[src/rtl/bus_pkg.sv]
// Shared definitions for the serial bus blocks: arbiter state encoding and
// bus field widths.
package bus_pkg;

    typedef enum logic [1:0] {
        IDLE    = 2'd0,
        GRANT   = 2'd1,
        BUSY    = 2'd2,
        RELEASE = 2'd3
    } arb_state_t;

    localparam int ADDR_BITS = 16;
    localparam int DATA_BITS = 8;

endpackage

[src/rtl/counter.sv]
// Up-counter with asynchronous clear, used for the arbiter grant timeout.
module counter #(
    parameter int WIDTH = 5
) (
    input  logic             rst,
    input  logic             CLK,
    input  logic             incr,
    output logic [WIDTH-1:0] count
);

    logic [WIDTH-1:0] count_q;
    logic [WIDTH-1:0] count_d;

    // next count: step when enabled, otherwise hold
    always_comb begin
        if (incr) begin
            count_d = count_q + WIDTH'(1);
        end else begin
            count_d = count_q;
        end
    end

    // count register
    always_ff @(posedge CLK or posedge rst) begin
        if (rst) begin
            count_q <= '0;
        end else begin
            count_q <= count_d;
        end
    end

    assign count = count_q;

endmodule

[src/rtl/bus_arbiter.sv]
// Serial bus arbiter: one-hot grant held for a whole transaction, round-robin
// or fixed priority, with revocation of grants that are never used.
module bus_arbiter
    import bus_pkg::*;
#(
    parameter int N_MASTERS   = 2,
    parameter int TIMEOUT     = 16,
    parameter int ROUND_ROBIN = 1
) (
    input  logic                         CLK,
    input  logic                         RST,
    input  logic [N_MASTERS-1:0]         M_REQ,
    output logic [N_MASTERS-1:0]         M_GRANT,
    output logic [$clog2(N_MASTERS)-1:0] B_MSEL,
    output logic                         B_GRANTED,
    input  logic                         B_UTIL,
    input  logic                         B_SBSY,
    output logic                         ARB_TIMEOUT
);

    localparam int SEL_W = $clog2(N_MASTERS);
    localparam int CNT_W = $clog2(TIMEOUT + 1);

    arb_state_t           state_q, state_d;
    logic [N_MASTERS-1:0] grant_q, grant_d;
    logic [SEL_W-1:0]     msel_q, msel_d;
    logic                 granted_q, granted_d;
    logic                 timeout_q, timeout_d;
    logic [SEL_W-1:0]     last_owner_q, last_owner_d;
    logic                 cnt_clr_q;
    logic                 cnt_rst_s;
    logic [CNT_W-1:0]     tmo_cnt_s;
    logic [SEL_W-1:0]     win_s;

    // Search wraps explicitly so non-power-of-two master counts stay in range.
    function automatic logic [SEL_W-1:0] pick_winner(
        input logic [N_MASTERS-1:0] req,
        input logic [SEL_W-1:0]     last
    );
        logic [SEL_W-1:0] w;
        logic             found;
        int unsigned      idx;
        w     = '0;
        found = 1'b0;
        for (int i = 0; i < N_MASTERS; i++) begin
            if (ROUND_ROBIN != 0) begin
                idx = 32'(last) + 32'(i) + 32'd1;
                if (idx >= 32'(N_MASTERS)) begin
                    idx = idx - 32'(N_MASTERS);
                end else begin
                    idx = idx;
                end
            end else begin
                idx = 32'(i);
            end
            if (!found && req[idx[SEL_W-1:0]]) begin
                found = 1'b1;
                w     = idx[SEL_W-1:0];
            end else begin
                found = found;
            end
        end
        return w;
    endfunction

    assign win_s = pick_winner(M_REQ, last_owner_q);

    // The clear is registered so the counter's async clear never sees decode glitches.
    assign cnt_rst_s = RST | cnt_clr_q;

    counter #(.WIDTH(CNT_W)) u_tmo_cnt (
        .rst   (cnt_rst_s),
        .CLK   (CLK),
        .incr  (state_q == GRANT),
        .count (tmo_cnt_s)
    );

    // next-state and registered-output decode
    always_comb begin
        state_d      = state_q;
        grant_d      = grant_q;
        msel_d       = msel_q;
        granted_d    = granted_q;
        timeout_d    = 1'b0;
        last_owner_d = last_owner_q;
        case (state_q)
            IDLE: begin
                if (|M_REQ) begin
                    state_d   = GRANT;
                    grant_d   = N_MASTERS'(1) << win_s;
                    msel_d    = win_s;
                    granted_d = 1'b1;
                end else begin
                    state_d = IDLE;
                end
            end
            GRANT: begin
                if (B_UTIL) begin
                    state_d = BUSY;
                end else if (!M_REQ[msel_q]) begin
                    state_d   = RELEASE;
                    grant_d   = '0;
                    granted_d = 1'b0;
                end else if (tmo_cnt_s == CNT_W'(TIMEOUT - 1)) begin
                    state_d   = RELEASE;
                    grant_d   = '0;
                    granted_d = 1'b0;
                    timeout_d = 1'b1;
                end else begin
                    state_d = GRANT;
                end
            end
            BUSY: begin
                if (!B_UTIL && !B_SBSY) begin
                    state_d   = RELEASE;
                    grant_d   = '0;
                    granted_d = 1'b0;
                end else begin
                    state_d = BUSY;
                end
            end
            RELEASE: begin
                state_d      = IDLE;
                last_owner_d = msel_q;
            end
            default: begin
                state_d   = IDLE;
                grant_d   = '0;
                granted_d = 1'b0;
            end
        endcase
    end

    // state, outputs and arbitration history
    always_ff @(posedge CLK or posedge RST) begin
        if (RST) begin
            state_q      <= IDLE;
            grant_q      <= '0;
            msel_q       <= '0;
            granted_q    <= 1'b0;
            timeout_q    <= 1'b0;
            last_owner_q <= SEL_W'(N_MASTERS - 1);
            cnt_clr_q    <= 1'b1;
        end else begin
            state_q      <= state_d;
            grant_q      <= grant_d;
            msel_q       <= msel_d;
            granted_q    <= granted_d;
            timeout_q    <= timeout_d;
            last_owner_q <= last_owner_d;
            cnt_clr_q    <= (state_d != GRANT);
        end
    end

    assign M_GRANT     = grant_q;
    assign B_MSEL      = msel_q;
    assign B_GRANTED   = granted_q;
    assign ARB_TIMEOUT = timeout_q;

endmodule
[config.mk]
export PLATFORM = sky130hd
export DESIGN_NAME = bus_arbiter
export DESIGN_NICKNAME = d
export VERILOG_FILES = /design/src/rtl/bus_pkg.sv /design/src/rtl/counter.sv /design/src/rtl/bus_arbiter.sv
export SDC_FILE = /design/constraint.sdc
export NUM_CORES = 1
export LEC_CHECK = 0
export ABC_AREA = 1
export CAP_MARGIN = 25
export CELL_PAD_IN_SITES_DETAIL_PLACEMENT = 0
export CELL_PAD_IN_SITES_GLOBAL_PLACEMENT = 1
export CORE_MARGIN = 1.5
export CORE_UTILIZATION = 49
export CTS_CLUSTER_SIZE = 30
export DETAILED_ROUTE_END_ITERATION = 7
export DONT_BUFFER_PORTS = 1
export PLACE_DENSITY = 0.82
export RECOVER_POWER = 25
export SETUP_SLACK_MARGIN = 0.3
export SYNTH_ARGS = -nofsm -noshare
export SYNTH_HDL_FRONTEND = slang
export SYNTH_SLANG_ARGS = --single-unit
[constraint.sdc]
create_clock -name CLK -period 0.8 [get_ports CLK]
set_input_delay 0.08 -clock CLK [delete_from_list [all_inputs] [get_ports CLK]]
set_output_delay 0.08 -clock CLK [all_outputs]
set_load 0.05 [all_outputs]
==> flow_metrics.tcl <==
set metrics [dict create \
    max_freq_mhz 689 \
    grt_pass1_vias 662 \
    leakage_uw 0.000596 \
    gp_congestion 0.788 \
    yosysTopAreaCell "dfrtp_1" \
    port_buffers 0 \
    antenna_found_initial 0 \
    yosysWarningCount 0 \
    route.vias.total 660 \
    antenna_cells 0 \
    final_area_sq_um 1260 \
    crit_type "register to register" \
    fillCellCount 94 \
    finalNetCount 132 \
    hold_path.class "input port to register" \
    h-tree-depth 1 \
    fp.dieArea_sq_um 1900 \
    synth.distinct_cells 26 \
    cp_cell_sequence "ha_2, and3_4, ha_4, inv_2, nand3_4, nand2_2, nand2_4, nand2_4, nand2_1, nand2_1" \
    seq_area_sq_um 359 \
    cap_violations 0 \
    hold_viol 7 \
    ioPinCount 11 \
    synthCells 86 \
    drive_above_1_share 0.653 \
    synth_top_area_frac 0.373 \
    wl_per_cell_microns 13.2 \
    worstPathRequired_ns 1.01 \
    cts_tree "done" \
    arrival_ns 1.66 \
    critical_path_depth 10 \
    core_area_sq_um 1520 \
    ys_seq_area_frac 0.438 \
    grt_max_degree 10 \
    setup_violations 19 \
    place_area_sq_um 1050 \
    power_density_nw_per_um2 4230 \
    route.antenna.remaining_nets 0 \
    slew_viol_final 0 \
    cts_root_buffer "clkbuf_4" \
    cp_slowest_stage_delay_ns 0.40 \
    min_period_over_period 1.81 \
    status "complete, but fails checks" \
    cp_num_buf_inv 1 \
    row_count 14 \
    whs_ns -0.0570 \
    cts_max_path_buffers 2 \
    cts_inserted_buffers 3 \
    avgSynthCellArea_sq_um 9.37 \
    grt.overflow.total 0 \
    layout_commonest_cell "nand2_1" \
    area_growth_syn_to_layout_pct 55.9 \
    cp_max_fo 4 \
    endpoint_kind "register" \
    clk_pin_slew_ns 0.09 \
    dr.pass1.iters 3 \
    start_util 0.529 \
    netlist_area_sq_um 806 \
    rsz0062_at_grt "yes" \
    place_hpwl_microns 1160 \
    fin_crit_ns 1.45 \
    r2r_cells 10 \
    whs_path_depth 2 \
    crit_family "simple AND/OR/NAND/NOR gates" \
    grt_usage 0.197 \
    synth_area_leaders "dfrtp_1 (37%), ha_1 (11%), nand2_1 (7.9%)" \
    fin_ws_ns -0.651 \
    cts.sinks 14 \
    clk_latency_ns 0.28 \
    multi_input_area_sq_um 514 \
    ir_drop_mv 2.31 \
    die_y_microns 43.6 \
    drc 0 \
    grt_pass1_wl_microns 2700 \
    tightest_slew_ns 0.287 \
    crit_path_start_kind "register" \
    vias_per_cell 4.93 \
    die_x_microns 43.6 \
    routed_wl_microns 1770 \
    clock_skew_ns 0.00324 \
    slew_headroom 0.808 \
    synthesis.nets 99 \
    hold_buffers 1 \
    slowest_stage "dfrtp_1" \
    violations "hold timing, setup timing" \
    drt_iter0_markers 9 \
    ys_ff_latch 14 \
    final_cell_mix "nand2_1 (15), buf_4 (14), buf_6 (13), inv_1 (7), dfrtp_1 (7)" \
]
==> where the power goes <==
part	internal, uW	switching [uW]	leakage (uW)
combinational	1780	1720	0.000411
clock	276	241	0.0000210
sequential	1060	227	0.000165
total	3120	2190	0.000596
==> path summary, 6_finish.rpt <==
check	from	to	slack (ns)
max	u_tmo_cnt.count[0]	M_GRANT[1]	-0.65
min reg2reg	cnt_clr_q	u_tmo_cnt.count[4]	0.19
max in group asynchronous	cnt_clr_q	u_tmo_cnt.count[2]	0.45
min in group asynchronous	RST	u_tmo_cnt.count[4]	-0.01
min	B_UTIL	cnt_clr_q	-0.06
max reg2reg	u_tmo_cnt.count[0]	M_GRANT[1]	-0.65
==> state kept, by name (all words and copies together) (netlist names) <==
signal,cells
u_tmo_cnt.count,5
M_GRANT,2
state_q,2
ARB_TIMEOUT,1
B_GRANTED,1
B_MSEL,1
cnt_clr_q,1
last_owner_q,1
==> synthesized netlist by cell type <==
| library cell | count |
|---|---|
| a31oi_4 | 1 |
| dfstp_2 | 2 |
| o21bai_2 | 1 |
| xnor2_1 | 1 |
| xor2_1 | 2 |
| nand4_1 | 1 |
| nand3_1 | 4 |
| nor2_1 | 5 |
| mux2_2 | 1 |
| nor2_4 | 1 |
| ha_1 | 7 |
| o21bai_1 | 1 |
| o21ai_0 | 2 |
| nand2_2 | 2 |
| nand2_4 | 2 |
| dfrtp_1 | 12 |
| inv_2 | 2 |
| inv_1 | 13 |
| o21ai_1 | 1 |
| nor2_2 | 2 |
| and2_1 | 1 |
| nand2_1 | 17 |
| buf_6 | 1 |
| and3_1 | 1 |
| nand3_2 | 2 |
| a21oi_1 | 1 |
==> through the flow <==
step	total power, uW	utilization	instances	setup slack (ns)	setup TNS (ns)
final	5310	0.824	134	-0.651	-7.14
after global routing	5650	0.824	134	-0.728	-7.95
after CTS	5080	0.787	130	-0.624	-6.88
after detailed placement	4130	0.691	121	-0.693	-6.05
after global placement	4070	0.691	121	-0.655	-5.69
after floorplan	3240	-	86	-0.567	-5.03
==> final cells by class <==
class,count,area share
timing repair buffer,28,0.208
clock buffer,4,0.0289
multi-input combinational,56,0.409
timing repair inverter,1,0.00398
sequential,14,0.286
inverter,15,0.0478
tap,16,0.0159
==> worst register-to-register path, delay by kind of cell, from the launching register on <==
kind	cells	cell delay [ns]
AND/OR/NAND/NOR	7	0.58
flip-flops	1	0.40
buffers and inverters	1	0.06
adder cells (fa/ha/maj)	2	0.34
==> logic make-up after synthesis <==
group | Yosys count | synth area share
AOI/OAI and AO/OA | 7 | 0.0745
xor gates and xnor gates | 3 | 0.0326
adders and majority gates | 7 | 0.109
buffers and inverters | 16 | 0.0839
DFF | 14 | 0.438
muxes | 1 | 0.0140
and+or+nand+nor | 38 | 0.248
==> layer usage <==
layer  wire length, microns  track usage  share of wire  up-vias
met2                    950        0.368           0.54        8
li1                       -            -              -      328
met3                     36       0.0250          0.020        0
met1                    784        0.225           0.44      324
met4                      0       0.0727              0        0
met5                      0            0              0        -
==> timing repair <==
item / in CTS / in global routing
setup endpoints to repair: 24 / 30
gates resized for setup: 18 / 9
gates cloned: 0 / 1
endpoints found under the hold margin: 16 / 14
pin swaps: 11 / 4
setup buffers: 4 / 3
Note: power is estimated with default switching activity, not from simulation.
